File: config.mk
export PLATFORM = sky130hd
export DESIGN_NAME = multi_alarm_editor_flat
export DESIGN_NICKNAME = d
export VERILOG_FILES = /design/src/rtl/multi_alarm_editor_if.sv /design/src/rtl/multi_alarm_editor.sv /design/src/flat_wrapper.sv
export SDC_FILE = /design/constraint.sdc
export NUM_CORES = 1
export LEC_CHECK = 0
export CAP_MARGIN = 5
export CORE_MARGIN = 1.5
export CORE_UTILIZATION = 55
export DETAILED_ROUTE_END_ITERATION = 6
export GPL_TIMING_DRIVEN = 0
export PLACE_DENSITY = 0.84
export SKIP_LAST_GASP = 1
export SLEW_MARGIN = 20
export SYNTH_ARGS = -nofsm -noshare
export SYNTH_HDL_FRONTEND = slang
export SYNTH_SLANG_ARGS = --single-unit
File: constraint.sdc
create_clock -name clk -period 4.85 [get_ports clk]
set_clock_uncertainty 0.2 [all_clocks]
set_input_delay 0.97 -clock clk [delete_from_list [all_inputs] [get_ports clk]]
set_output_delay 0.97 -clock clk [all_outputs]
set_load 0.05 [all_outputs]
File: src/rtl/multi_alarm_editor_if.sv
// rtl/multi_alarm_editor_if.sv - button/time inputs and editor outputs of multi_alarm_editor
interface multi_alarm_editor_if #(
    parameter int NUM_ALARMS = 2
);
    localparam int T  = NUM_ALARMS + 1;
    localparam int FW = $clog2(2 * T);
    localparam int TW = $clog2(T);

    logic             btn_enter;
    logic             btn_left;
    logic             btn_right;
    logic             btn_up;
    logic             btn_down;
    logic [5*T-1:0]   cur_h_in;
    logic [6*T-1:0]   cur_m_in;
    logic             editing;
    logic [FW-1:0]    field_sel;
    logic [4:0]       edit_h;
    logic [5:0]       edit_m;
    logic             dirty;
    logic             commit_valid;
    logic [TW-1:0]    commit_target;
    logic [4:0]       commit_h;
    logic [5:0]       commit_m;
    logic [2*T-1:0]   led;

    modport master (
        output btn_enter, btn_left, btn_right, btn_up, btn_down, cur_h_in, cur_m_in,
        input  editing, field_sel, edit_h, edit_m, dirty,
               commit_valid, commit_target, commit_h, commit_m, led
    );

    modport slave (
        input  btn_enter, btn_left, btn_right, btn_up, btn_down, cur_h_in, cur_m_in,
        output editing, field_sel, edit_h, edit_m, dirty,
               commit_valid, commit_target, commit_h, commit_m, led
    );
endinterface

File: src/rtl/multi_alarm_editor.sv
// rtl/multi_alarm_editor.sv - cursor editor over clock time and NUM_ALARMS alarms
module multi_alarm_editor #(
    parameter int NUM_ALARMS    = 2,
    parameter int HOURS_MAX     = 24,
    parameter bit CARRY_EN      = 1'b1,
    parameter int REPEAT_DELAY  = 500,
    parameter int REPEAT_PERIOD = 100,
    parameter int TIMEOUT_CYC   = 10000
) (
    input logic                 clk,
    input logic                 reset,
    multi_alarm_editor_if.slave bus
);
    localparam int T    = NUM_ALARMS + 1;
    localparam int FW   = $clog2(2 * T);
    localparam int TW   = $clog2(T);
    localparam int RMAX = (REPEAT_DELAY > REPEAT_PERIOD) ? REPEAT_DELAY : REPEAT_PERIOD;
    localparam int RW   = $clog2(RMAX + 1);
    localparam int OW   = $clog2(TIMEOUT_CYC + 1);
    localparam logic [FW-1:0] FIELD_LAST = FW'(2 * T - 1);

    typedef enum logic [1:0] {IDLE, EDIT, COMMIT} state_t;
    state_t state, state_nx;

    logic [4:0]    btn, btn_q, btn_edge;
    logic [FW-1:0] field_sel, field_nx, field_new;
    logic [TW-1:0] tgt_new, commit_target, commit_target_nx;
    logic [4:0]    edit_h, edit_h_nx, orig_h, orig_h_nx, commit_h, commit_h_nx;
    logic [5:0]    edit_m, edit_m_nx, orig_m, orig_m_nx, commit_m, commit_m_nx;
    logic          dirty, dirty_nx, commit_valid, commit_valid_nx;
    logic          nav, do_step, rep_step;
    logic [RW-1:0] rcnt, rcnt_nx;
    logic          rphase, rphase_nx;
    logic [OW-1:0] idle_cnt, idle_nx;

    function automatic logic [4:0] hour_step(input logic [4:0] h, input logic up);
        if (up) return (h == 5'(HOURS_MAX - 1)) ? 5'd0 : h + 5'd1;
        return (h == 5'd0) ? 5'(HOURS_MAX - 1) : h - 5'd1;
    endfunction

    // bit order: enter, left, right, up, down
    assign btn       = {bus.btn_enter, bus.btn_left, bus.btn_right, bus.btn_up, bus.btn_down};
    assign btn_edge  = btn & ~btn_q;
    assign nav       = btn_edge[3] ^ btn_edge[2];
    assign field_new = btn_edge[2] ? ((field_sel == FIELD_LAST) ? '0 : field_sel + 1'b1)
                                   : ((field_sel == '0) ? FIELD_LAST : field_sel - 1'b1);
    assign tgt_new   = field_new[FW-1:1];

    always_comb begin
        state_nx         = state;
        field_nx         = field_sel;
        edit_h_nx        = edit_h;
        edit_m_nx        = edit_m;
        orig_h_nx        = orig_h;
        orig_m_nx        = orig_m;
        commit_valid_nx  = 1'b0;
        commit_target_nx = commit_target;
        commit_h_nx      = commit_h;
        commit_m_nx      = commit_m;
        rcnt_nx          = rcnt;
        rphase_nx        = rphase;
        idle_nx          = idle_cnt;
        do_step          = 1'b0;
        rep_step         = 1'b0;
        case (state)
            IDLE: begin
                if (btn_edge[4]) begin
                    state_nx  = EDIT;
                    edit_h_nx = bus.cur_h_in[4:0];
                    edit_m_nx = bus.cur_m_in[5:0];
                    orig_h_nx = bus.cur_h_in[4:0];
                    orig_m_nx = bus.cur_m_in[5:0];
                end
            end
            EDIT: begin
                if (btn_edge[4]) begin
                    state_nx         = COMMIT;
                    commit_valid_nx  = 1'b1;
                    commit_target_nx = field_sel[FW-1:1];
                    commit_h_nx      = edit_h;
                    commit_m_nx      = edit_m;
                end else if (nav) begin
                    field_nx = field_new;
                    if (tgt_new != field_sel[FW-1:1]) begin
                        if (dirty) begin
                            commit_valid_nx  = 1'b1;
                            commit_target_nx = field_sel[FW-1:1];
                            commit_h_nx      = edit_h;
                            commit_m_nx      = edit_m;
                        end
                        edit_h_nx = bus.cur_h_in[5*tgt_new +: 5];
                        edit_m_nx = bus.cur_m_in[6*tgt_new +: 6];
                        orig_h_nx = bus.cur_h_in[5*tgt_new +: 5];
                        orig_m_nx = bus.cur_m_in[6*tgt_new +: 6];
                    end
                end else if (btn[1] && btn[0]) begin
                    rcnt_nx   = '0;
                    rphase_nx = 1'b0;
                end else if (btn[1] || btn[0]) begin
                    // rcnt counts cycles since the last step; phase 0 waits the delay, phase 1 the period
                    if (btn_edge[1] || btn_edge[0]) begin
                        do_step   = 1'b1;
                        rcnt_nx   = RW'(1);
                        rphase_nx = 1'b0;
                    end else if (rcnt == (rphase ? RW'(REPEAT_PERIOD) : RW'(REPEAT_DELAY))) begin
                        do_step   = 1'b1;
                        rep_step  = 1'b1;
                        rcnt_nx   = RW'(1);
                        rphase_nx = 1'b1;
                    end else begin
                        rcnt_nx = rcnt + RW'(1);
                    end
                end else begin
                    rcnt_nx   = '0;
                    rphase_nx = 1'b0;
                end
                if (do_step) begin
                    if (!field_sel[0]) begin
                        edit_h_nx = hour_step(edit_h, btn[1]);
                    end else if (btn[1]) begin
                        edit_m_nx = (edit_m == 6'd59) ? 6'd0 : edit_m + 6'd1;
                        if (CARRY_EN && edit_m == 6'd59) edit_h_nx = hour_step(edit_h, 1'b1);
                    end else begin
                        edit_m_nx = (edit_m == 6'd0) ? 6'd59 : edit_m - 6'd1;
                        if (CARRY_EN && edit_m == 6'd0) edit_h_nx = hour_step(edit_h, 1'b0);
                    end
                end
                if ((|btn_edge) || rep_step) idle_nx = '0;
                else if (idle_cnt == OW'(TIMEOUT_CYC - 1)) state_nx = IDLE;
                else idle_nx = idle_cnt + OW'(1);
            end
            default: state_nx = IDLE;
        endcase
        if (state_nx != EDIT) begin
            rcnt_nx   = '0;
            rphase_nx = 1'b0;
            idle_nx   = '0;
        end
        if (state_nx == IDLE) field_nx = '0;
        dirty_nx = (state_nx != IDLE) && ((edit_h_nx != orig_h_nx) || (edit_m_nx != orig_m_nx));
    end

    always_ff @(posedge clk or posedge reset) begin
        if (reset) begin
            state         <= IDLE;
            btn_q         <= '0;
            field_sel     <= '0;
            edit_h        <= '0;
            edit_m        <= '0;
            orig_h        <= '0;
            orig_m        <= '0;
            dirty         <= 1'b0;
            commit_valid  <= 1'b0;
            commit_target <= '0;
            commit_h      <= '0;
            commit_m      <= '0;
            rcnt          <= '0;
            rphase        <= 1'b0;
            idle_cnt      <= '0;
        end else begin
            state         <= state_nx;
            btn_q         <= btn;
            field_sel     <= field_nx;
            edit_h        <= edit_h_nx;
            edit_m        <= edit_m_nx;
            orig_h        <= orig_h_nx;
            orig_m        <= orig_m_nx;
            dirty         <= dirty_nx;
            commit_valid  <= commit_valid_nx;
            commit_target <= commit_target_nx;
            commit_h      <= commit_h_nx;
            commit_m      <= commit_m_nx;
            rcnt          <= rcnt_nx;
            rphase        <= rphase_nx;
            idle_cnt      <= idle_nx;
        end
    end

    assign bus.editing       = (state == EDIT);
    assign bus.field_sel     = field_sel;
    assign bus.edit_h        = edit_h;
    assign bus.edit_m        = edit_m;
    assign bus.dirty         = dirty;
    assign bus.commit_valid  = commit_valid;
    assign bus.commit_target = commit_target;
    assign bus.commit_h      = commit_h;
    assign bus.commit_m      = commit_m;
    assign bus.led           = (state == EDIT) ? ({{(2*T-1){1'b0}}, 1'b1} << field_sel) : '0;
endmodule

File: src/flat_wrapper.sv
// flat-port wrapper written by rule: the top's interface ports become plain ports
module multi_alarm_editor_flat 
#(
    parameter int NUM_ALARMS    = 2,
    parameter int HOURS_MAX     = 24,
    parameter bit CARRY_EN      = 1'b1,
    parameter int REPEAT_DELAY  = 500,
    parameter int REPEAT_PERIOD = 100,
    parameter int TIMEOUT_CYC   = 10000
)
  (clk, reset, bus_btn_enter, bus_btn_left, bus_btn_right, bus_btn_up, bus_btn_down, bus_cur_h_in, bus_cur_m_in, bus_editing, bus_field_sel, bus_edit_h, bus_edit_m, bus_dirty, bus_commit_valid, bus_commit_target, bus_commit_h, bus_commit_m, bus_led);
  multi_alarm_editor_if #(.NUM_ALARMS(NUM_ALARMS)) bus_i ();
  input logic clk;
  input logic reset;
  input wire logic [$bits(bus_i.btn_enter)-1:0] bus_btn_enter;
  input wire logic [$bits(bus_i.btn_left)-1:0] bus_btn_left;
  input wire logic [$bits(bus_i.btn_right)-1:0] bus_btn_right;
  input wire logic [$bits(bus_i.btn_up)-1:0] bus_btn_up;
  input wire logic [$bits(bus_i.btn_down)-1:0] bus_btn_down;
  input wire logic [$bits(bus_i.cur_h_in)-1:0] bus_cur_h_in;
  input wire logic [$bits(bus_i.cur_m_in)-1:0] bus_cur_m_in;
  output wire logic [$bits(bus_i.editing)-1:0] bus_editing;
  output wire logic [$bits(bus_i.field_sel)-1:0] bus_field_sel;
  output wire logic [$bits(bus_i.edit_h)-1:0] bus_edit_h;
  output wire logic [$bits(bus_i.edit_m)-1:0] bus_edit_m;
  output wire logic [$bits(bus_i.dirty)-1:0] bus_dirty;
  output wire logic [$bits(bus_i.commit_valid)-1:0] bus_commit_valid;
  output wire logic [$bits(bus_i.commit_target)-1:0] bus_commit_target;
  output wire logic [$bits(bus_i.commit_h)-1:0] bus_commit_h;
  output wire logic [$bits(bus_i.commit_m)-1:0] bus_commit_m;
  output wire logic [$bits(bus_i.led)-1:0] bus_led;
  assign bus_i.btn_enter = bus_btn_enter;
  assign bus_i.btn_left = bus_btn_left;
  assign bus_i.btn_right = bus_btn_right;
  assign bus_i.btn_up = bus_btn_up;
  assign bus_i.btn_down = bus_btn_down;
  assign bus_i.cur_h_in = bus_cur_h_in;
  assign bus_i.cur_m_in = bus_cur_m_in;
  assign bus_editing = bus_i.editing;
  assign bus_field_sel = bus_i.field_sel;
  assign bus_edit_h = bus_i.edit_h;
  assign bus_edit_m = bus_i.edit_m;
  assign bus_dirty = bus_i.dirty;
  assign bus_commit_valid = bus_i.commit_valid;
  assign bus_commit_target = bus_i.commit_target;
  assign bus_commit_h = bus_i.commit_h;
  assign bus_commit_m = bus_i.commit_m;
  assign bus_led = bus_i.led;
  multi_alarm_editor #(.NUM_ALARMS(NUM_ALARMS), .HOURS_MAX(HOURS_MAX), .CARRY_EN(CARRY_EN), .REPEAT_DELAY(REPEAT_DELAY), .REPEAT_PERIOD(REPEAT_PERIOD), .TIMEOUT_CYC(TIMEOUT_CYC)) u_core (.clk(clk), .reset(reset), .bus(bus_i));
endmodule
==> impl_metrics.yaml, run 1 <==
drt:
  via_count: 4672
  vias_per_cell: 6.33
  drt_wl_total_mm: 14.3
  routedWlPerCell_um: 19.3
  ant_nets: 0
  drc: 0
  drtPass1Iterations: 6
  drtIter0Drc: 564
floorplan:
  start_util_pct: 56.1
  ioPinCount: 76
  die_h_um: 96.8
  core_um2: 8640
  row_count: 34
  die_area_um2: 9380
  die_x_um: 96.8
timing:
  hold_violations: 0
  fmax_mhz: 218
  fin_ws_ns: 0.265
  finalCriticalPeriod_ns: 4.59
  tns_ns: 0
  rsz0062_at_grt: "no"
  min_period_over_period_pct: 94.5
  finalSetupViolations: 0
  worstMarginPinSlew_ns: 0.947
  maxSlewViolCount: 0
  slew_headroom_pct: 36.5
synthesis:
  syn_avg_cell_area_um2: 9.00
  ys_types: 78
  synth_area_leaders: "dfrtp_1, nor2_1, mux2_2, o21ai_0, nand2_1"
  synth_seq_area_share_pct: 36.7
  synth_top_area_cell: "dfrtp_1"
  syn_area_um2: 4840
  synth_common_cells: "dfrtp_1, nor2_1, nand2_1, o21ai_0, a21oi_1"
  synth_ff_type: "dfrtp_1"
  synth_top_area_share_pct: 36.7
  synth_edf_count: 0
  synthArstFlopShare_pct: 100
  synth.most_common_cell: "dfrtp_1"
  ys_seq_elements: 71
  synth_nets: 587
  ys_warn_count: 0
  syn_inst: 538
clock_network:
  insertion_delay_ns: 0.37
  root_buffer: "clkbuf_8"
  cts_hold_buf: 0
  cts_made_buffers: 9
  cts_tree: "done"
  cts.sinks: 71
  cts_setup_buffers: 0
  cts_resized: 0
  htree_levels: 3
  clk_path_buf_depth: 2
  cts.clk_slew.worst_paths_ns: 0.09
power:
  intPower_mw: 1.77
  clkPwrFrac_pct: 16.6
  power.density_nw_per_um2: 569
  seqPwrFrac_pct: 26.2
  worst_ir_drop_vdd_mv: 0.355
  swShare_pct: 48.1
  power_mw: 3.41
  combPwrFrac_pct: 57.2
  power_leakage_nw: 2.41
  p_switching_mw: 1.64
global_route:
  antenna_found_initial: 0
  grtUsageTotal_pct: 31.0
  grt_first_pass_wirelength_mm: 23.4
  grt_max_degree: 50
  grt_overflow: 0
  gr-usage-met2_pct: 49.3
  use_met1_pct: 41.9
  gr-usage-met3_pct: 6.14
  grt_busiest_layer: "met2"
  first_global_vias: 4594
layout:
  nFillCells: 670
  fin_nets: 674
  antenna_cells: 0
  multi_input_area_um2: 2840
  drive_above_1_share_pct: 12.5
  final_cell_count_no_fill: 738
  area_growth_pct: 23.7
  seqCellArea_um2: 1780
critical_path:
  worstPathMaxFanout: 10
  end_kind: "flip-flop"
  critical_path_arrival_ns: 4.63
  required_ns: 4.89
  crit_top_cell: "nor2_1"
  start_kind: "primary input"
  crit_family: "compound AO/OA/AOI/OAI gates"
  path_cells: "clkdlybuf4s50_1 > nand2b_1 > buf_4 > ha_1 > nand2_1 > a211oi_1 > clkbuf_1 > nor2_1 > a21oi_1 > o21ai_0 > xor2_1 > nor2_1 > and4b_1 > a31oi_1"
  critPathMaxStageDelay_ns: 0.79
  cp.buffers_inverters: 3
  slowest_stage: "a211oi_1"
  critPathKind: "in2reg"
outcome:
  outcome: "finished clean"
placement:
  dp_cells: 722
  dp_hpwl_mm: 10.4
  port_buffers: 75
  dpl_worst_slack_ns: 0.0603
  gp_congestion: 0.929
job:
  maxCapViolCount: 0
worst_hold_path:
  hold_class: "reg2reg"
-- placed cells by master, fill, tap and decap left out, types with 14 or more instances in the layout --
cell,n
o21ai_0,35
xnor2_1,14
mux2_2,18
nor2_1,58
o22ai_1,16
dfrtp_1,71
nand3_1,20
nand2_1,45
inv_1,16
clkbuf_1,19
clkdlybuf4s50_1,75
xor2_1,17
a21oi_1,23
-- sequential cells by signal, indices dropped and copies added, names as in the netlist, 2 cells and up --
name,cells
u_core.bus.edit_h,5
u_core.bus.commit_target,2
u_core.orig_m,6
u_core.bus.edit_m,6
u_core.rcnt,9
u_core.bus.field_sel,3
u_core.bus.commit_m,6
u_core.bus.commit_h,5
u_core.btn_q,5
u_core.state,2
u_core.orig_h,5
u_core.idle_cnt,14
-- cell families after synthesis --
group	after synthesis	share of synthesized area, %
and+or+nand+nor	194	20.6
DFF	71	36.7
muxes	31	7.03
AOI/OAI and AO/OA	152	22.9
adders and majority gates	9	2.33
buffers and inverters	50	4.83
xor gates and xnor gates	31	5.61
-- worst paths after layout --
check,from,to,slack (ns),cells past startpoint
worst max register to register,u_core.bus.field_sel[0],u_core.bus.dirty,0.29,16
worst min-delay path,u_core.bus.commit_m[0],u_core.bus.commit_m[0],0.31,1
worst max-delay path,bus_btn_right,u_core.bus.dirty,0.26,14
worst min register to register,u_core.bus.commit_m[0],u_core.bus.commit_m[0],0.31,1
min in group asynchronous,reset,u_core.rcnt[2],0.71,2
max in group asynchronous,reset,u_core.orig_m[3],3.18,3
-- metal layers --
metal,share of wire [%],up-vias,routed length [um]
met2,47,267,6690
li1,-,2138,-
met5,0,-,0
met1,41,2237,5920
met4,2.6,0,369
met3,9.1,30,1300
-- through the flow --
stage          hold WS (ns)  utilization [%]  cell area, um^2
5_1_grt               0.329             69.4             5990
3_3_place_gp          0.284             66.3             5730
4_1_cts               0.315             69.3             5980
6_report              0.313             69.4             5990
3_5_place_dp          0.295             66.7             5760
2_1_floorplan         0.260                -             4840
-- layout make-up --
type                            instances  area share, %
Buffer                                 32           2.78
Timing Repair Buffer                   76           13.0
Sequential cell                        71           29.7
Clock buffer                            9           2.07
Tap cell                              108           2.26
Clock inverter                          7           1.71
Inverter                               18           1.17
Multi-Input combinational cell        417           47.4
-- power groups by stage --
stage	clock network (mW)	registers (mW)	logic [mW]
floorplan	0	1.23	1.01
global placement	0	0.888	1.86
detailed placement	0	0.897	1.91
CTS	0.566	0.886	1.92
global route	0.590	0.914	2.07
finish	0.567	0.892	1.95
No activity file was read; power rests on OpenSTA's default activity.
==> run 2: changes to the inputs <==
==> constraint.sdc (replaced) <==
create_clock -name clk -period 4.85 [get_ports clk]
set_clock_uncertainty 0.2 [all_clocks]
set_input_delay 0.485 -clock clk [delete_from_list [all_inputs] [get_ports clk]]
set_output_delay 0.485 -clock clk [all_outputs]
set_load 0.05 [all_outputs]
==> results of run 2 <==
The final DEF is identical to that of run 1. Status: finished clean.
Among the figures that moved: setup slack after placement 0.0603 ns -> 0.348 ns; setup slack after layout 0.265 ns -> 0.287 ns; hold slack 0.313 ns -> 0.227 ns; start point of the critical path bus_btn_right -> u_core.bus.field_sel[0]
